**config.mk**
```make
export PLATFORM = sky130hd
export DESIGN_NAME = program_loader_flat
export DESIGN_NICKNAME = d
export VERILOG_FILES = /design/src/rtl/program_loader_if.sv /design/src/rtl/program_loader.sv /design/src/flat_wrapper.sv
export SDC_FILE = /design/constraint.sdc
export NUM_CORES = 1
export LEC_CHECK = 0
export ABC_AREA = 1
export CAP_MARGIN = 10
export CORE_UTILIZATION = 54
export CTS_BUF_LIST = sky130_fd_sc_hd__clkbuf_16
export CTS_CLUSTER_SIZE = 16
export DETAILED_ROUTE_END_ITERATION = 12
export PLACE_DENSITY_LB_ADDON = 0.3
export SLEW_MARGIN = 10
export SYNTH_ARGS = -nofsm -noshare
export SYNTH_HDL_FRONTEND = slang
export SYNTH_SLANG_ARGS = --single-unit
export TNS_END_PERCENT = 5
```
**constraint.sdc**
```tcl
create_clock -name clk -period 2.07 [get_ports clk]
set_clock_uncertainty 0.05 [all_clocks]
set_input_delay 0.5175 -clock clk [delete_from_list [all_inputs] [get_ports clk]]
set_output_delay 0.5175 -clock clk [all_outputs]
set_load 0.005 [all_outputs]
```
**src/rtl/program_loader_if.sv**
```systemverilog
// Loader bus: received byte strobe in, instruction-memory write port out.
interface program_loader_if #(
    parameter int unsigned ADDR_W = 13
);
    logic [7:0]        rx_data;
    logic              rx_valid;
    logic              imem_we;
    logic [ADDR_W-1:0] imem_addr;
    logic [31:0]       imem_wdata;

    modport master (
        input  rx_data,
        input  rx_valid,
        output imem_we,
        output imem_addr,
        output imem_wdata
    );

    modport slave (
        output rx_data,
        output rx_valid,
        input  imem_we,
        input  imem_addr,
        input  imem_wdata
    );
endinterface

```
**src/rtl/program_loader.sv**
```systemverilog
// Byte-stream program loader: parses SYNC/count/data/checksum frames into little-endian
// instruction words and holds the CPU in reset until a frame verifies.
module program_loader #(
    parameter int unsigned ADDR_W         = 13,
    parameter logic [7:0]  SYNC_BYTE      = 8'hA5,
    parameter int unsigned TIMEOUT_CYCLES = 10000000
) (
    input  logic             clk,
    input  logic             reset_low,
    program_loader_if.master bus,
    output logic             cpu_reset,
    output logic             busy,
    output logic             load_done,
    output logic             load_error
);
    localparam int unsigned TmoW = $clog2(TIMEOUT_CYCLES + 1);

    typedef enum logic [2:0] {
        StIdle, StCntHi, StCntLo, StData, StCheck, StDone, StError
    } state_e;

    state_e            state_q, state_d;
    logic [15:0]       cnt_q, cnt_d;
    logic [15:0]       widx_q, widx_d;
    logic [1:0]        idx_q, idx_d;
    logic [31:0]       word_q, word_d;
    logic [7:0]        chk_q, chk_d;
    logic [TmoW-1:0]   tmo_q, tmo_d;
    logic              we_q, we_d;
    logic [ADDR_W-1:0] addr_q, addr_d;
    logic [31:0]       wdata_q, wdata_d;
    logic [15:0]       n_words;
    logic              active;

    assign active = (state_q == StCntHi) || (state_q == StCntLo) ||
                    (state_q == StData)  || (state_q == StCheck);

    always_comb begin
        state_d = state_q;
        cnt_d   = cnt_q;
        widx_d  = widx_q;
        idx_d   = idx_q;
        word_d  = word_q;
        chk_d   = chk_q;
        tmo_d   = '0;
        we_d    = 1'b0;
        addr_d  = addr_q;
        wdata_d = wdata_q;
        n_words = {cnt_q[15:8], bus.rx_data};

        if (active && !bus.rx_valid) begin
            tmo_d = tmo_q + TmoW'(1);
            if (tmo_q == TmoW'(TIMEOUT_CYCLES - 1)) state_d = StError;
        end

        if (bus.rx_valid) begin
            case (state_q)
                StIdle, StDone, StError: begin
                    if (bus.rx_data == SYNC_BYTE) begin
                        state_d = StCntHi;
                        cnt_d   = '0;
                        chk_d   = '0;
                        widx_d  = '0;
                        idx_d   = '0;
                    end
                end
                StCntHi: begin
                    cnt_d[15:8] = bus.rx_data;
                    chk_d       = chk_q ^ bus.rx_data;
                    state_d     = StCntLo;
                end
                StCntLo: begin
                    cnt_d[7:0] = bus.rx_data;
                    chk_d      = chk_q ^ bus.rx_data;
                    if ({16'd0, n_words} > (32'd1 << ADDR_W)) state_d = StError;
                    else if (n_words == 16'd0)                 state_d = StCheck;
                    else                                       state_d = StData;
                end
                StData: begin
                    // Shift in from the top so the first byte lands in bits 7:0 after four.
                    word_d = {bus.rx_data, word_q[31:8]};
                    chk_d  = chk_q ^ bus.rx_data;
                    idx_d  = idx_q + 2'd1;
                    if (idx_q == 2'd3) begin
                        we_d    = 1'b1;
                        addr_d  = widx_q[ADDR_W-1:0];
                        wdata_d = {bus.rx_data, word_q[31:8]};
                        widx_d  = widx_q + 16'd1;
                        if (widx_q == cnt_q - 16'd1) state_d = StCheck;
                    end
                end
                StCheck: begin
                    state_d = (bus.rx_data == chk_q) ? StDone : StError;
                end
                default: state_d = StIdle;
            endcase
        end
    end

    always_ff @(posedge clk or negedge reset_low) begin
        if (!reset_low) begin
            state_q <= StIdle;
            cnt_q   <= '0;
            widx_q  <= '0;
            idx_q   <= '0;
            word_q  <= '0;
            chk_q   <= '0;
            tmo_q   <= '0;
            we_q    <= 1'b0;
            addr_q  <= '0;
            wdata_q <= '0;
        end else begin
            state_q <= state_d;
            cnt_q   <= cnt_d;
            widx_q  <= widx_d;
            idx_q   <= idx_d;
            word_q  <= word_d;
            chk_q   <= chk_d;
            tmo_q   <= tmo_d;
            we_q    <= we_d;
            addr_q  <= addr_d;
            wdata_q <= wdata_d;
        end
    end

    assign bus.imem_we    = we_q;
    assign bus.imem_addr  = addr_q;
    assign bus.imem_wdata = wdata_q;
    assign busy           = active;
    assign load_done      = (state_q == StDone);
    assign load_error     = (state_q == StError);
    assign cpu_reset      = (state_q != StDone);
endmodule

```
**src/flat_wrapper.sv**
```systemverilog
// flat-port wrapper written by rule: the top's interface ports become plain ports
module program_loader_flat 
#(
    parameter int unsigned ADDR_W         = 13,
    parameter logic [7:0]  SYNC_BYTE      = 8'hA5,
    parameter int unsigned TIMEOUT_CYCLES = 10000000
)
  (clk, reset_low, cpu_reset, busy, load_done, load_error, bus_rx_data, bus_rx_valid, bus_imem_we, bus_imem_addr, bus_imem_wdata);
  program_loader_if #(.ADDR_W(ADDR_W)) bus_i ();
  input  logic clk;
  input  logic reset_low;
  output logic cpu_reset;
  output logic busy;
  output logic load_done;
  output logic load_error;
  input wire logic [$bits(bus_i.rx_data)-1:0] bus_rx_data;
  input wire logic [$bits(bus_i.rx_valid)-1:0] bus_rx_valid;
  output wire logic [$bits(bus_i.imem_we)-1:0] bus_imem_we;
  output wire logic [$bits(bus_i.imem_addr)-1:0] bus_imem_addr;
  output wire logic [$bits(bus_i.imem_wdata)-1:0] bus_imem_wdata;
  assign bus_i.rx_data = bus_rx_data;
  assign bus_i.rx_valid = bus_rx_valid;
  assign bus_imem_we = bus_i.imem_we;
  assign bus_imem_addr = bus_i.imem_addr;
  assign bus_imem_wdata = bus_i.imem_wdata;
  program_loader #(.ADDR_W(ADDR_W), .SYNC_BYTE(SYNC_BYTE), .TIMEOUT_CYCLES(TIMEOUT_CYCLES)) u_core (.clk(clk), .reset_low(reset_low), .bus(bus_i), .cpu_reset(cpu_reset), .busy(busy), .load_done(load_done), .load_error(load_error));
endmodule
```
==> results.cfg <==
[detailed_routing]
drt_iter0_drc = 651
totalWireLength_um = 17870
viasPerCell = 5.361
wire_per_inst_um = 14.73
final_antenna_net_count = 0
num_vias = 6503
drc_errors = 0
dr.pass1.iters = 7

[layout]
final_cell_mix = nand2_1 (244), dfrtp_1 (139), inv_1 (106)
num_antenna_cells = 0
final_core_util_pct = 71.91
drive_above_1_share_pct = 14.51
area_delta_synth_final_pct = 29.56
num-nets-final = 1043
fin_area_um2 = 9075
fillCellCount = 1004
final_common_cell = nand2_1
fin_cells = 1213

[clocking]
cts_buffers = 17
root_buffer = clkbuf_16
clk_pin_slew_ns = 0.06
clk_latency_ns = 0.43
cts_tree = done
cts_sinks = 139
h-tree-depth = 4
cts_buffer_depth = 2

[critical_path]
rr_worst_depth = 13
r2r-end = u_core.widx_q[2]$_DFFE_PN0P_
crit_chain = buf_4, nor2_4, nor2_1, nor2_1, inv_1, clkdlybuf4s15_1
cp_data_required_time_ns = 1.50
worst_path_most_repeated_cell = nor2_1
arrival_ns = 1.62
end_kind = output port
cp_slowest_cell = dfrtp_1
critPathTopFamily = buffers and inverters
rrSetupSlack_ns = 0.03
r2r-start = u_core.state_q[0]$_DFF_PN0_
slowest_delay_ns = 0.40
critPathMaxFanout = 4
crit_buf_inv = 3
start_kind = register
worst-setup-path-type = register to output port

[worst_hold_path]
hp-start = u_core.tmo_q[0]$_DFF_PN0_
holdPathStages = 1
min_to = u_core.tmo_q[0]$_DFF_PN0_
hold_class = register to register

[placed_design]
gp_congestion = 0.9263
placed_cells = 1174
placed_area_um2 = 8288
post-place-ws_ns = -0.3293
hpwl_um = 12860
portBuffers = 60

[floorplanning]
core_area_um2 = 12620
die_h_um = 115.9
die_w_um = 115.9
num_rows = 41
pin_count = 61
die_area_um2 = 13430
initial_utilization_pct = 55.50

[logic_synthesis]
syn-cell-area_um2 = 7004
synthesis.nets = 913
avgSynthCellArea_um2 = 7.800
yosysSeqAreaShare_pct = 49.66
netlist_instances = 898
synth-warning-count = 0
ys_types = 41
synth_flop_cell = dfrtp_1
synth_async_sr_flop_share_pct = 100.0
ys_seq_elements = 139
synth_edf_count = 0

[sta]
max_freq_mhz = 456.2
final_max_slew_viol_count = 0
fin_ws_ns = -0.1222
worstMarginPinSlew_ns = 0.4564
hold_viol = 0
fin_hold_ws_ns = 0.4024
period_share_pct = 105.9
setup_tns_ns = -0.1222
rsz0062_at_grt = true
max_slew_margin_pct = 69.30
setup_violations = 1
timing.final.crit_period_ns = 2.192

[flow_run]
maxCapViolations = 0

[global_route]
grt_pass1_wl_um = 29240
grt_max_degree = 44
grt_pass1_vias = 6165
grtUsageTotal_pct = 28.73
antenna_found_initial = 0
grt-ovfl-total = 0

[pwr]
p_seq_share_pct = 35.3
p_sw_mw = 4.004
p_sw_share_pct = 37.28
peakVddDrop_v = 0.0007253
p_leak_nw = 4.307
clkPwrFrac_pct = 28.3
p_int_mw = 6.736
p_comb_share_pct = 36.5
power.total_mw = 10.74
cellPowerDensity_nw_per_um2 = 1183

[outcome]
violations = setup timing
outcome = finished, violations left
-- cells in the mapped netlist, drive strengths merged, types with 2 or more instances --
cell type / instances / share of area (%)
a21oi: 25 / 2.0
a31oi: 2 / 0.18
and3: 2 / 0.18
buf: 6 / 0.55
clkbuf: 15 / 0.82
dfrtp: 139 / 50
ha: 4 / 0.71
inv: 115 / 6.2
nand2: 250 / 13
nand3: 50 / 3.6
nand3b: 3 / 0.32
nand4: 17 / 1.5
nor2: 88 / 5.1
nor3: 27 / 1.9
nor4: 11 / 1.1
o21a: 2 / 0.21
o21ai: 85 / 6.1
o22ai: 16 / 1.4
o41ai: 4 / 0.50
or2: 2 / 0.18
xnor2: 7 / 0.88
xor2: 22 / 2.8
-- kinds of logic (layout without fill, tap and decap cells) --
| family | Yosys count | after routing | share of synthesized area (%) |
|---|---|---|---|
| AO/OA/AOI/OAI | 139 | 139 | 11.02 |
| XOR/XNOR | 29 | 29 | 3.626 |
| AND/OR/NAND/NOR | 451 | 451 | 27.44 |
| buffers and inverters | 136 | 279 | 7.538 |
| adder cells (fa/ha/maj) | 4 | 4 | 0.7146 |
| flip-flops | 139 | 139 | 49.66 |
-- repair_timing --
item                                   4_1_cts  5_1_grt
pin swaps                                    2        6
hold buffers                                 1        0
endpoints found under the hold margin       35        0
resized for setup                            8       35
setup endpoints to repair                    5       48
setup buffers                                5        1
-- sequential cells by signal, indices dropped and copies added, names as in the netlist --
name / count
u_core.bus.imem_addr: 13
u_core.bus.imem_wdata: 32
u_core.bus.imem_we: 1
u_core.chk_q: 8
u_core.cnt_q: 16
u_core.idx_q: 2
u_core.state_q: 3
u_core.tmo_q: 24
u_core.widx_q: 16
u_core.word_q: 24
-- worst register-to-register path, stage by stage, from the launching register on --
cell and delay (ns):
dfrtp_1 0.37, buf_4 0.14, nor2_4 0.05, buf_4 0.13
buf_4 0.15, o21ai_4 0.15, inv_2 0.09, a21oi_4 0.17
nand2_2 0.11, a21oi_4 0.15, buf_12 0.18, nand3_1 0.08
nand2_1 0.08, nor2_1 0.04
-- worst max path at each step --
stage / depth (start not counted) / end / slack, ns / start
3_3_place_gp: 11 / u_core.widx_q[7]$_DFFE_PN0P_ / -0.29 / bus_rx_data[5]
2_1_floorplan: 8 / u_core.cnt_q[10]$_DFFE_PN0P_ / 0.23 / bus_rx_data[1]
4_1_cts: 6 / cpu_reset / -0.22 / u_core.state_q[1]$_DFF_PN0_
6_report: 6 / busy / -0.12 / u_core.state_q[0]$_DFF_PN0_
5_1_grt: 6 / busy / -0.24 / u_core.state_q[0]$_DFF_PN0_
3_5_place_dp: 11 / u_core.widx_q[7]$_DFFE_PN0P_ / -0.33 / bus_rx_data[4]
-- layer usage --
layer,global-route usage (%),wire length [um],vias to the layer above
met1,37.60,8059,3095
li1,-,-,3183
met5,0,0,-
met2,46.11,8507,182
met4,12.65,414,0
met3,6.224,891,43
-- area by class of cell --
type	count	area, um2	share of cell area [%]
inverter	115	431.7	4.757
timing repair buffer	132	1225	13.50
tap	172	215.2	2.371
clock inverter	15	165.2	1.820
sequential	139	3478	38.33
clock buffer	17	425.4	4.688
multi-input combinational	623	3134	34.54
-- power by group through the flow --
stage	logic [mW]	clock network, mW	registers, mW
floorplan	2.36	0	3.70
global placement	3.58	0	3.79
detailed placement	3.66	0	3.81
CTS	3.77	3.07	3.77
global route	4.39	3.19	3.86
finish	3.92	3.03	3.79
Note: power is estimated with default switching activity, not from simulation.
